<file path="config.mk">
export PLATFORM = sky130hd
export DESIGN_NAME = seq_tx_010_11
export DESIGN_NICKNAME = d
export VERILOG_FILES = /design/src/rtl/seq_pkg.sv /design/src/rtl/seq_match_model.sv /design/src/rtl/seq_tx_010_11.sv
export SDC_FILE = /design/constraint.sdc
export NUM_CORES = 1
export LEC_CHECK = 0
export ABC_CLOCK_PERIOD_IN_PS = 4000
export CORE_ASPECT_RATIO = 1.4
export CORE_MARGIN = 3
export CORE_UTILIZATION = 54
export CTS_CLUSTER_DIAMETER = 30
export CTS_CLUSTER_SIZE = 30
export DETAILED_ROUTE_END_ITERATION = 8
export MAX_ROUTING_LAYER = met4
export PLACE_DENSITY = 0.84
export SLEW_MARGIN = 20
export SYNTH_ARGS = -nofsm -noshare
export SYNTH_HDL_FRONTEND = slang
export SYNTH_SLANG_ARGS = --single-unit
</file>
<file path="constraint.sdc">
create_clock -name clk -period 4 [get_ports clk]
set_input_delay 0.8 -clock clk [delete_from_list [all_inputs] [get_ports clk]]
set_output_delay 0.8 -clock clk [all_outputs]
set_load 0.01 [all_outputs]
</file>
<file path="src/rtl/seq_pkg.sv">
// Shared constants for the "010"/"11" serial pattern transmitter and detector family.
package seq_pkg;

  typedef enum logic [1:0] {
    ST_IDLE  = 2'b00,
    ST_SHIFT = 2'b01,
    ST_GAP   = 2'b10
  } state_e;

  localparam logic [2:0] PAT_A = 3'b010;
  localparam logic [1:0] PAT_B = 2'b11;

endpackage

</file>
<file path="src/rtl/seq_match_model.sv">
// Registered expected-match flag for "11" and "010" over a gated serial bit stream.
// The flag rises one cycle after the bit that completes a pattern; overlaps count.
module seq_match_model
  import seq_pkg::*;
(
  input  logic clk,
  input  logic rst,
  input  logic in_bit,
  input  logic bit_valid,
  output logic exp_match
);

  logic [1:0] hist_q, hist_d;
  logic [1:0] hist_cnt_q, hist_cnt_d;
  logic       exp_match_q, exp_match_d;

  always_comb begin
    hist_d      = hist_q;
    hist_cnt_d  = hist_cnt_q;
    exp_match_d = 1'b0;
    if (bit_valid) begin
      // hist_q[1] is the older bit; history survives word boundaries and gaps
      exp_match_d = ((hist_cnt_q != 2'd0) && ({hist_q[0], in_bit} == PAT_B)) ||
                    ((hist_cnt_q == 2'd2) && ({hist_q, in_bit} == PAT_A));
      hist_d      = {hist_q[0], in_bit};
      if (hist_cnt_q != 2'd2) begin
        hist_cnt_d = hist_cnt_q + 2'd1;
      end
    end
  end

  always_ff @(posedge clk) begin
    if (rst) begin
      hist_q      <= 2'b00;
      hist_cnt_q  <= 2'd0;
      exp_match_q <= 1'b0;
    end else begin
      hist_q      <= hist_d;
      hist_cnt_q  <= hist_cnt_d;
      exp_match_q <= exp_match_d;
    end
  end

  assign exp_match = exp_match_q;

endmodule

</file>
<file path="src/rtl/seq_tx_010_11.sv">
// Serial pattern transmitter: accepts a word over valid/ready and shifts it out MSB-first,
// with an aligned expected-match flag for the "010"/"11" detectors.
module seq_tx_010_11
  import seq_pkg::*;
#(
  parameter int WIDTH = 8,
  parameter int LEN_W = 4,
  parameter int GAP   = 0
) (
  input  logic             clk,
  input  logic             rst,
  input  logic             in_valid,
  output logic             in_ready,
  input  logic [WIDTH-1:0] in_data,
  input  logic [LEN_W-1:0] in_len,
  output logic             data_out,
  output logic             out_valid,
  output logic             busy,
  output logic             done,
  output logic             exp_match,
  output logic [LEN_W-1:0] bit_cnt
);

  localparam logic [LEN_W-1:0] WIDTH_L = LEN_W'(WIDTH);
  localparam logic [3:0]       GAP_L   = 4'(GAP);

  state_e           state_q, state_d;
  logic [WIDTH-1:0] sreg_q, sreg_d;
  logic [LEN_W-1:0] bit_cnt_q, bit_cnt_d;
  logic [3:0]       gap_cnt_q, gap_cnt_d;
  logic             out_valid_q, out_valid_d;
  logic             busy_q, busy_d;
  logic             done_q, done_d;
  logic             in_ready_q, in_ready_d;
  logic [LEN_W-1:0] eff_len;
  logic [WIDTH-1:0] aligned;

  always_comb begin
    eff_len = in_len;
    if ((in_len == '0) || (in_len > WIDTH_L)) begin
      eff_len = WIDTH_L;
    end
    // Left-justify the word so the shift register MSB is always the bit on the wire
    aligned = in_data << (WIDTH_L - eff_len);
  end

  always_comb begin
    state_d     = state_q;
    sreg_d      = sreg_q;
    bit_cnt_d   = bit_cnt_q;
    gap_cnt_d   = gap_cnt_q;
    out_valid_d = out_valid_q;
    busy_d      = busy_q;
    done_d      = 1'b0;
    in_ready_d  = in_ready_q;
    case (state_q)
      ST_IDLE: begin
        in_ready_d = 1'b1;
        if (in_valid && in_ready_q) begin
          state_d     = ST_SHIFT;
          sreg_d      = aligned;
          bit_cnt_d   = eff_len;
          out_valid_d = 1'b1;
          busy_d      = 1'b1;
          in_ready_d  = 1'b0;
        end
      end
      ST_SHIFT: begin
        if (bit_cnt_q == LEN_W'(1)) begin
          // Clearing the register forces data_out low outside SHIFT
          sreg_d      = '0;
          bit_cnt_d   = '0;
          out_valid_d = 1'b0;
          done_d      = 1'b1;
          if (GAP_L != 4'd0) begin
            state_d   = ST_GAP;
            gap_cnt_d = GAP_L - 4'd1;
          end else begin
            state_d    = ST_IDLE;
            busy_d     = 1'b0;
            in_ready_d = 1'b1;
          end
        end else begin
          sreg_d    = sreg_q << 1;
          bit_cnt_d = bit_cnt_q - LEN_W'(1);
        end
      end
      ST_GAP: begin
        if (gap_cnt_q == 4'd0) begin
          state_d    = ST_IDLE;
          busy_d     = 1'b0;
          in_ready_d = 1'b1;
        end else begin
          gap_cnt_d = gap_cnt_q - 4'd1;
        end
      end
      default: begin
        state_d = ST_IDLE;
      end
    endcase
  end

  always_ff @(posedge clk) begin
    if (rst) begin
      state_q     <= ST_IDLE;
      sreg_q      <= '0;
      bit_cnt_q   <= '0;
      gap_cnt_q   <= 4'd0;
      out_valid_q <= 1'b0;
      busy_q      <= 1'b0;
      done_q      <= 1'b0;
      in_ready_q  <= 1'b0;
    end else begin
      state_q     <= state_d;
      sreg_q      <= sreg_d;
      bit_cnt_q   <= bit_cnt_d;
      gap_cnt_q   <= gap_cnt_d;
      out_valid_q <= out_valid_d;
      busy_q      <= busy_d;
      done_q      <= done_d;
      in_ready_q  <= in_ready_d;
    end
  end

  seq_match_model u_match (
    .clk       (clk),
    .rst       (rst),
    .in_bit    (sreg_q[WIDTH-1]),
    .bit_valid (out_valid_q),
    .exp_match (exp_match)
  );

  assign data_out  = sreg_q[WIDTH-1];
  assign out_valid = out_valid_q;
  assign busy      = busy_q;
  assign done      = done_q;
  assign in_ready  = in_ready_q;
  assign bit_cnt   = bit_cnt_q;

endmodule

</file>
==> flow_summary_export.csv, run 1 <==
group,metric,value,unit
run_status,run_status,"completed",
drt,wire_per_inst,15.2,µm
setup_path,setup.worst_path.end_class,"flip-flop",
timing,worst_slew_pin_slew,0.922,ns
synthesis,synth_cells,130,
floorplanning,ios,25,
cts,cts_hold_repair.buffers,0,
synthesis,synthesis.yosys.warnings,0,
cts,ctsHtreeMaxLevel,1,
cts,tritoncts_sinks,20,
drt,drt.antenna.violating_nets,0,
placed_design,placedCellCount,167,
placed_design,io_buffers,24,
cts,post_cts_resized,0,
placed_design,dpl-instance-area,0.00143,mm²
power_and_ir_drop,cellPowerDensity,346,mW/mm²
floorplanning,initial_util,0.594,
cts,worstSkewPairLatency,0.31,ns
synthesis,syn_area_per_cell,9.35,µm²
timing,timing.final.max_slew_violations,0,
floorplanning,die_y,62.1,µm
setup_path,cp_max_fo,8,
placed_design,place_ws,0.813,ns
global_route,grt_overflow,0,
synthesis,yosysSeqAreaShare,0.330,
layout,design.final.nets,171,
global_route,grt_first_pass_wirelength,4.28,mm
cts,numCtsBuffers,3,
placed_design,place_congestion,0.862,
timing,timing.clock.skew,0.000778,ns
timing,hold_ws,0.470,ns
placed_design,place_hpwl,2.01,mm
setup_path,timing.critical_path.required,4.17,ns
layout,final_cells,171,
drt,drt_first_pass_iters,4,
synthesis,yosys.cell_types.count,36,
drt,drt_iter0_drc,51,
synthesis,mappedNetlistArea,0.00121,mm²
timing,slew_headroom,0.385,
global_route,grt_pass1_vias,1057,
cts,cts_root_buffer,"sky130_fd_sc_hd__clkbuf_4",
timing,finalCriticalPeriod,2.84,ns
power_and_ir_drop,static-leakage-power,0.544,nW
cts,tritoncts,"built",
layout,layout-drive-gt1-share,0.0933,
floorplanning,num_rows,19,
timing,setup_repair_after_global_routing_missed_its_margin,"false",
drt,avgViaCountPerCell,6.33,
floorplanning,floorplan.die.width,46.1,µm
hold_path,min_path_type,"flip-flop to flip-flop",
power_and_ir_drop,report.power.total,0.508,mW
setup_path,setup.worst_path.start_class,"input pin",
cts,clock_path_buffers,2,
synthesis,synth-seq-cells,20,
timing,finalSetupViolations,0,
cts,setup_bufs_post_cts,0,
layout,seqCellArea,400,µm²
timing,setup-tns-final,0,ns
timing,maxClockFrequency,0.352,GHz
layout,num-fill-cells,160,
setup_path,cp_data_arrival_time,3.02,ns
timing,timing.final.crit_share,0.711,
layout,antenna_cells,0,
synthesis,syn-num-nets,150,
timing,hold_viol,0,
power_and_ir_drop,irDropWorstVdd,222,µV
layout,layout.cell_area.non_filler,0.00147,mm²
timing,finalWorstSetupSlack,1.16,ns
drt,postRouteWirelength,2.59,mm
layout,final_core_util,0.717,
cts,clk_pin_slew,0.11,ns
run,maximum_capacitance_violations,0,
layout,flow.area_growth_from_synthesis,20.7,%
global_route,total_global_route_track_usage,0.200,
setup_path,criticalPathCategory,"input pin to flip-flop",
global_route,grt_max_degree,22,
synthesis,post-synth-top-area-cell,"sky130_fd_sc_hd__dfxtp_1",
floorplanning,die_area,0.00286,mm²
drt,number_of_vias_after_detailed_routing,1082,
layout,multi_input_area,729,µm²
drt,post-route-drc-count,0,
synthesis,post_synth_main_area_contributors,"sky130_fd_sc_hd__dfxtp_1 33%, sky130_fd_sc_hd__mux4_1 6.5%, sky130_fd_sc_hd__ha_1 5.1%, sky130_fd_sc_hd__nor2_1 4.9%, sky130_fd_sc_hd__a221oi_1 4.3%",
synthesis,synth_top_cell_area_share,0.330,
floorplanning,coreArea,0.00204,mm²
global_route,grt_antenna_before_repair,0,
==> power breakdown <==
group          switching, mW  internal (mW)
clock                 0.0639         0.0557
sequential            0.0175          0.217
combinational         0.0763         0.0775
total                  0.158          0.350
==> path summary, 6_finish.rpt <==
path                                         from                end  slack (ns)  depth (start not counted)
worst min register to register  u_match.hist_q[0]  u_match.exp_match        0.47                          2
worst max-delay path                    in_len[0]          sreg_q[7]        1.16                          7
worst max register to register          out_valid         bit_cnt[0]        2.22                          3
worst min-delay path            u_match.hist_q[0]  u_match.exp_match        0.47                          2
==> layer usage <==
layer | wire length (µm) | global-route usage | vias to the layer above
li1 | - | - | 516
met1 | 989 | 0.217 | 508
met2 | 1370 | 0.322 | 51
met3 | 158 | 0.0347 | 7
met4 | 72 | 0.121 | 0
met5 | 0 | - | -
==> cell type report <==
cell class	instances	area share
Clock buffer	4	0.0247
Inverter	9	0.0230
Multi-Input combinational cell	93	0.497
Sequential cell	20	0.273
Tap cell	21	0.0179
Timing Repair Buffer	24	0.164
==> cell usage in the layout (no fill, tap or decap) <==
cell	netlist	routed
sky130_fd_sc_hd__o31a_1	1	1
sky130_fd_sc_hd__ha_1	5	5
sky130_fd_sc_hd__o21ai_0	4	4
sky130_fd_sc_hd__and2b_1	1	1
sky130_fd_sc_hd__mux4_1	3	3
sky130_fd_sc_hd__nor2b_2	1	1
sky130_fd_sc_hd__nand4_1	1	1
sky130_fd_sc_hd__clkbuf_8	0	1
sky130_fd_sc_hd__mux2i_4	1	1
sky130_fd_sc_hd__a32oi_1	1	1
sky130_fd_sc_hd__clkbuf_4	0	3
sky130_fd_sc_hd__nand3_1	2	2
sky130_fd_sc_hd__nor3_1	5	5
sky130_fd_sc_hd__nand3b_1	1	1
sky130_fd_sc_hd__and2_4	1	1
sky130_fd_sc_hd__dfxtp_1	20	20
sky130_fd_sc_hd__xnor2_1	1	1
sky130_fd_sc_hd__nor2b_1	2	2
sky130_fd_sc_hd__a21o_1	1	1
sky130_fd_sc_hd__clkdlybuf4s50_1	0	24
sky130_fd_sc_hd__nand2_1	8	8
sky130_fd_sc_hd__nor4_1	1	1
sky130_fd_sc_hd__inv_1	9	9
sky130_fd_sc_hd__a221oi_1	6	6
sky130_fd_sc_hd__a221oi_2	2	2
sky130_fd_sc_hd__nor2_1	16	16
sky130_fd_sc_hd__mux2i_1	5	5
sky130_fd_sc_hd__a211oi_1	6	6
sky130_fd_sc_hd__mux4_2	2	2
sky130_fd_sc_hd__or2_2	1	1
sky130_fd_sc_hd__mux2i_2	1	1
sky130_fd_sc_hd__nand2b_1	5	5
sky130_fd_sc_hd__o32ai_1	1	1
sky130_fd_sc_hd__a21oi_1	7	7
sky130_fd_sc_hd__or3b_4	1	1
==> synthesized netlist by cell type <==
library cell and count:
sky130_fd_sc_hd__nand4_1 1, sky130_fd_sc_hd__nor2b_2 1, sky130_fd_sc_hd__dfxtp_1 20, sky130_fd_sc_hd__and2b_1 1, sky130_fd_sc_hd__nand2_1 8, sky130_fd_sc_hd__a21oi_1 7, sky130_fd_sc_hd__mux2i_4 1, sky130_fd_sc_hd__or2_2 1
sky130_fd_sc_hd__mux4_1 3, sky130_fd_sc_hd__nor4_1 1, sky130_fd_sc_hd__buf_6 2, sky130_fd_sc_hd__o32ai_1 1, sky130_fd_sc_hd__o21ai_0 4, sky130_fd_sc_hd__and2_4 1, sky130_fd_sc_hd__nor2_1 16, sky130_fd_sc_hd__a21o_1 1
sky130_fd_sc_hd__nand3b_1 1, sky130_fd_sc_hd__buf_2 2, sky130_fd_sc_hd__xnor2_1 1, sky130_fd_sc_hd__or3b_4 1, sky130_fd_sc_hd__clkbuf_1 3, sky130_fd_sc_hd__inv_1 9, sky130_fd_sc_hd__a221oi_2 2, sky130_fd_sc_hd__mux4_2 2
sky130_fd_sc_hd__buf_4 1, sky130_fd_sc_hd__mux2i_2 1, sky130_fd_sc_hd__ha_1 5, sky130_fd_sc_hd__a32oi_1 1, sky130_fd_sc_hd__nand2b_1 5, sky130_fd_sc_hd__mux2i_1 5, sky130_fd_sc_hd__nand3_1 2, sky130_fd_sc_hd__a221oi_1 6
sky130_fd_sc_hd__nor3_1 5, sky130_fd_sc_hd__nor2b_1 2, sky130_fd_sc_hd__a211oi_1 6, sky130_fd_sc_hd__o31a_1 1
==> logic make-up after synthesis <==
| group | count (synthesis) | synth area share |
|---|---|---|
| AND/OR/NAND/NOR | 46 | 0.191 |
| AO/OA/AOI/OAI | 29 | 0.178 |
| flip-flops | 20 | 0.330 |
| buffers and inverters | 17 | 0.0700 |
| multiplexers | 12 | 0.173 |
| adder cells (fa/ha/maj) | 5 | 0.0515 |
| XOR/XNOR | 1 | 0.00721 |
==> flip-flops by register name, summed over array words and instances (netlist names) <==
name,count
bit_cnt,4
done,1
in_ready,1
out_valid,1
sreg_q,8
u_match.exp_match,1
u_match.hist_cnt_q,2
u_match.hist_q,2
==> worst max-delay path, stage by stage <==
cell and delay (ns):
sky130_fd_sc_hd__clkdlybuf4s50_1 0.47, sky130_fd_sc_hd__nor2b_2 0.35, sky130_fd_sc_hd__inv_1 0.19, sky130_fd_sc_hd__ha_1 0.47, sky130_fd_sc_hd__mux4_2 0.38, sky130_fd_sc_hd__a221oi_2 0.25, sky130_fd_sc_hd__a211oi_1 0.10
Note: power is estimated with default switching activity, not from simulation.
==> inputs of run 2 (changes only) <==
--- a/config.mk
+++ b/config.mk
@@ -5,15 +5,15 @@
 export SDC_FILE = /design/constraint.sdc
 export NUM_CORES = 1
 export LEC_CHECK = 0
-export ABC_CLOCK_PERIOD_IN_PS = 4000
+export ABC_CLOCK_PERIOD_IN_PS = 2900
 export CORE_ASPECT_RATIO = 1.4
 export CORE_MARGIN = 3
-export CORE_UTILIZATION = 54
+export CORE_UTILIZATION = 50
 export CTS_CLUSTER_DIAMETER = 30
 export CTS_CLUSTER_SIZE = 30
 export DETAILED_ROUTE_END_ITERATION = 8
 export MAX_ROUTING_LAYER = met4
-export PLACE_DENSITY = 0.84
+export PLACE_DENSITY = 0.78
 export SLEW_MARGIN = 20
 export SYNTH_ARGS = -nofsm -noshare
 export SYNTH_HDL_FRONTEND = slang
==> constraint.sdc (replaced) <==
create_clock -name clk -period 2.9 [get_ports clk]
set_input_delay 0.58 -clock clk [delete_from_list [all_inputs] [get_ports clk]]
set_output_delay 0.58 -clock clk [all_outputs]
set_load 0.01 [all_outputs]
==> run 2 against run 1 <==
Effect of this change: cell count grew 1.8%; clock skew about the same; clock-buffer cell count did not move; register-to-register slack worse by 1.1 ns; core utilization fell by 5.9 points; sequential cell count unchanged; critical path type unchanged.
==> flow_summary_export.csv, run 2 (synthesized netlist as in run 1, its figures left out) <==
group,metric,value,unit
timing,timing.clock.skew,0.00117,ns
hold_path,min_path_type,"flip-flop to flip-flop",
timing,timing.final.max_slew_violations,0,
cts,worstSkewPairLatency,0.30,ns
timing,setup-tns-final,0,ns
setup_path,cp_data_arrival_time,2.56,ns
setup_path,r2r_slack,1.11,ns
layout,num-fill-cells,203,
setup_path,crit_path_cell_trace,"clkdlybuf4s50_1 -> nor2b_2 -> inv_1 -> ha_1 -> nand2b_1 -> mux2i_1 -> a221oi_1 -> a211oi_1",
hold_path,timing.hold.worst_path_depth,2,
power_and_ir_drop,irDropWorstVdd,252,µV
floorplanning,ios,25,
cts,numCtsBuffers,3,
timing,worst_slew_pin_slew,0.735,ns
drt,post-route-drc-count,0,
global_route,grt_pass1_vias,1070,
setup_path,timing.critical_path.required,3.11,ns
floorplanning,die_area,0.00307,mm²
drt,drt.antenna.violating_nets,0,
timing,slew_headroom,0.508,
setup_path,r2r.worst_path.cells,6,
layout,layout_commonest_cell,"sky130_fd_sc_hd__clkdlybuf4s50_1",
placed_design,place_congestion,0.828,
placed_design,io_buffers,24,
run,maximum_capacitance_violations,0,
power_and_ir_drop,static-leakage-power,0.554,nW
power_and_ir_drop,report.power.total,0.697,mW
floorplanning,floorplan.die.width,47.7,µm
power_and_ir_drop,p_int,0.485,mW
cts,setup_bufs_post_cts,0,
cts,clock_path_buffers,2,
timing,timing.final.crit_share,0.810,
power_and_ir_drop,pwr-share-seq,0.464,
global_route,grt_antenna_before_repair,0,
timing,setup_repair_after_global_routing_missed_its_margin,"false",
layout,flow.area_growth_from_synthesis,22.0,%
drt,avgViaCountPerCell,6.18,
timing,hold_ws,0.462,ns
drt,wire_per_inst,14.9,µm
cts,tritoncts,"built",
drt,number_of_vias_after_detailed_routing,1075,
drt,drt_iter0_drc,23,
layout,final_core_util,0.658,
timing,finalSetupViolations,0,
setup_path,worst_path_largest_cell_delay,0.48,ns
power_and_ir_drop,netSwitchingPower,0.212,mW
drt,postRouteWirelength,2.59,mm
run_status,run_status,"completed",
power_and_ir_drop,cellPowerDensity,470,mW/mm²
floorplanning,die_y,64.3,µm
timing,hold_viol,0,
layout,layout-drive-gt1-share,0.105,
global_route,grt_overflow,0,
layout,largest_register,"sreg_q",
cts,clk_pin_slew,0.11,ns
layout,largest_register_ffs,8,
floorplanning,coreArea,0.00225,mm²
floorplanning,initial_util,0.539,
layout,most-common-layout-cells,"24 x sky130_fd_sc_hd__clkdlybuf4s50_1, 20 x sky130_fd_sc_hd__dfxtp_1, 16 x sky130_fd_sc_hd__nor2_1",
global_route,grt_max_degree,22,
setup_path,setup.worst_path.start_class,"input pin",
floorplanning,num_rows,20,
power_and_ir_drop,share_comb_of_total_power,0.307,
global_route,grt_first_pass_wirelength,4.52,mm
setup_path,criticalPathCategory,"input pin to flip-flop",
cts,ctsHtreeMaxLevel,1,
power_and_ir_drop,share_clk_of_total_power,0.229,
setup_path,setup.worst_path.end_class,"flip-flop",
cts,tritoncts_sinks,20,
cts,cts_hold_repair.buffers,0,
placed_design,place_hpwl,2.01,mm
layout,design.final.nets,173,
setup_path,cp_slowest_cell,"sky130_fd_sc_hd__clkdlybuf4s50_1",
drt,drt_first_pass_iters,4,
power_and_ir_drop,power.switching_fraction,0.304,
layout,antenna_cells,0,
timing,maxClockFrequency,0.426,GHz
global_route,total_global_route_track_usage,0.203,
cts,post_cts_resized,0,
setup_path,cp_max_fo,8,
timing,finalCriticalPeriod,2.35,ns
cts,cts_root_buffer,"sky130_fd_sc_hd__clkbuf_4",
[run 2: cell count changes in the layout (fill, tap and decap cells not counted), sizes merged]
cell | before | now
buf | 0 | 2
[run 2: cell type report]
cell class | instances | area (µm²) | area share
Clock buffer | 4 | 36.3 | 0.0245
Sequential cell | 20 | 400 | 0.270
Inverter | 9 | 33.8 | 0.0228
Multi-Input combinational cell | 93 | 729 | 0.492
Tap cell | 22 | 27.5 | 0.0186
Timing Repair Buffer | 26 | 255 | 0.172
[run 2: power by group through the flow]
stage          combinational (mW)  sequential, mW  clock (mW)
3_3_place_gp                0.209           0.328           0
4_1_cts                     0.214           0.323       0.164
6_report                    0.214           0.323       0.160
3_5_place_dp                0.213           0.329           0
2_1_floorplan               0.145           0.325           0
5_1_grt                     0.237           0.327       0.178
[run 2: per-layer routing]
layer / global-route usage / vias up / share of wire
li1: - / 519 / -
met1: 0.228 / 514 / 0.41
met2: 0.334 / 36 / 0.52
met3: 0.0282 / 6 / 0.048
met4: 0.104 / 0 / 0.023
met5: - / - / 0
[run 2: critical path, delay by kind of cell]
kind | cells | cell delay (ns)
AOI/OAI and AO/OA | 2 | 0.38
adders and majority gates | 1 | 0.42
buffers and inverters | 2 | 0.59
muxes | 1 | 0.23
and+or+nand+nor | 2 | 0.36
[run 2: path summary, 6_finish.rpt]
kind                                        start                end
worst min register to register  u_match.hist_q[0]  u_match.exp_match
worst max-delay path                    in_len[0]          sreg_q[5]
worst max register to register         bit_cnt[1]          sreg_q[5]
worst min-delay path            u_match.hist_q[0]  u_match.exp_match
[run 2: through the flow]
| stage | std cells | worst slack [ns] | instance area [µm²] |
|---|---|---|---|
| 2_1_floorplan | 130 | 0.666 | 1210 |
| 3_3_place_gp | 170 | 0.236 | 1450 |
| 3_5_place_dp | 170 | 0.261 | 1450 |
| 4_1_cts | 174 | 0.562 | 1480 |
| 5_1_grt | 174 | 0.340 | 1480 |
| 6_report | 174 | 0.551 | 1480 |
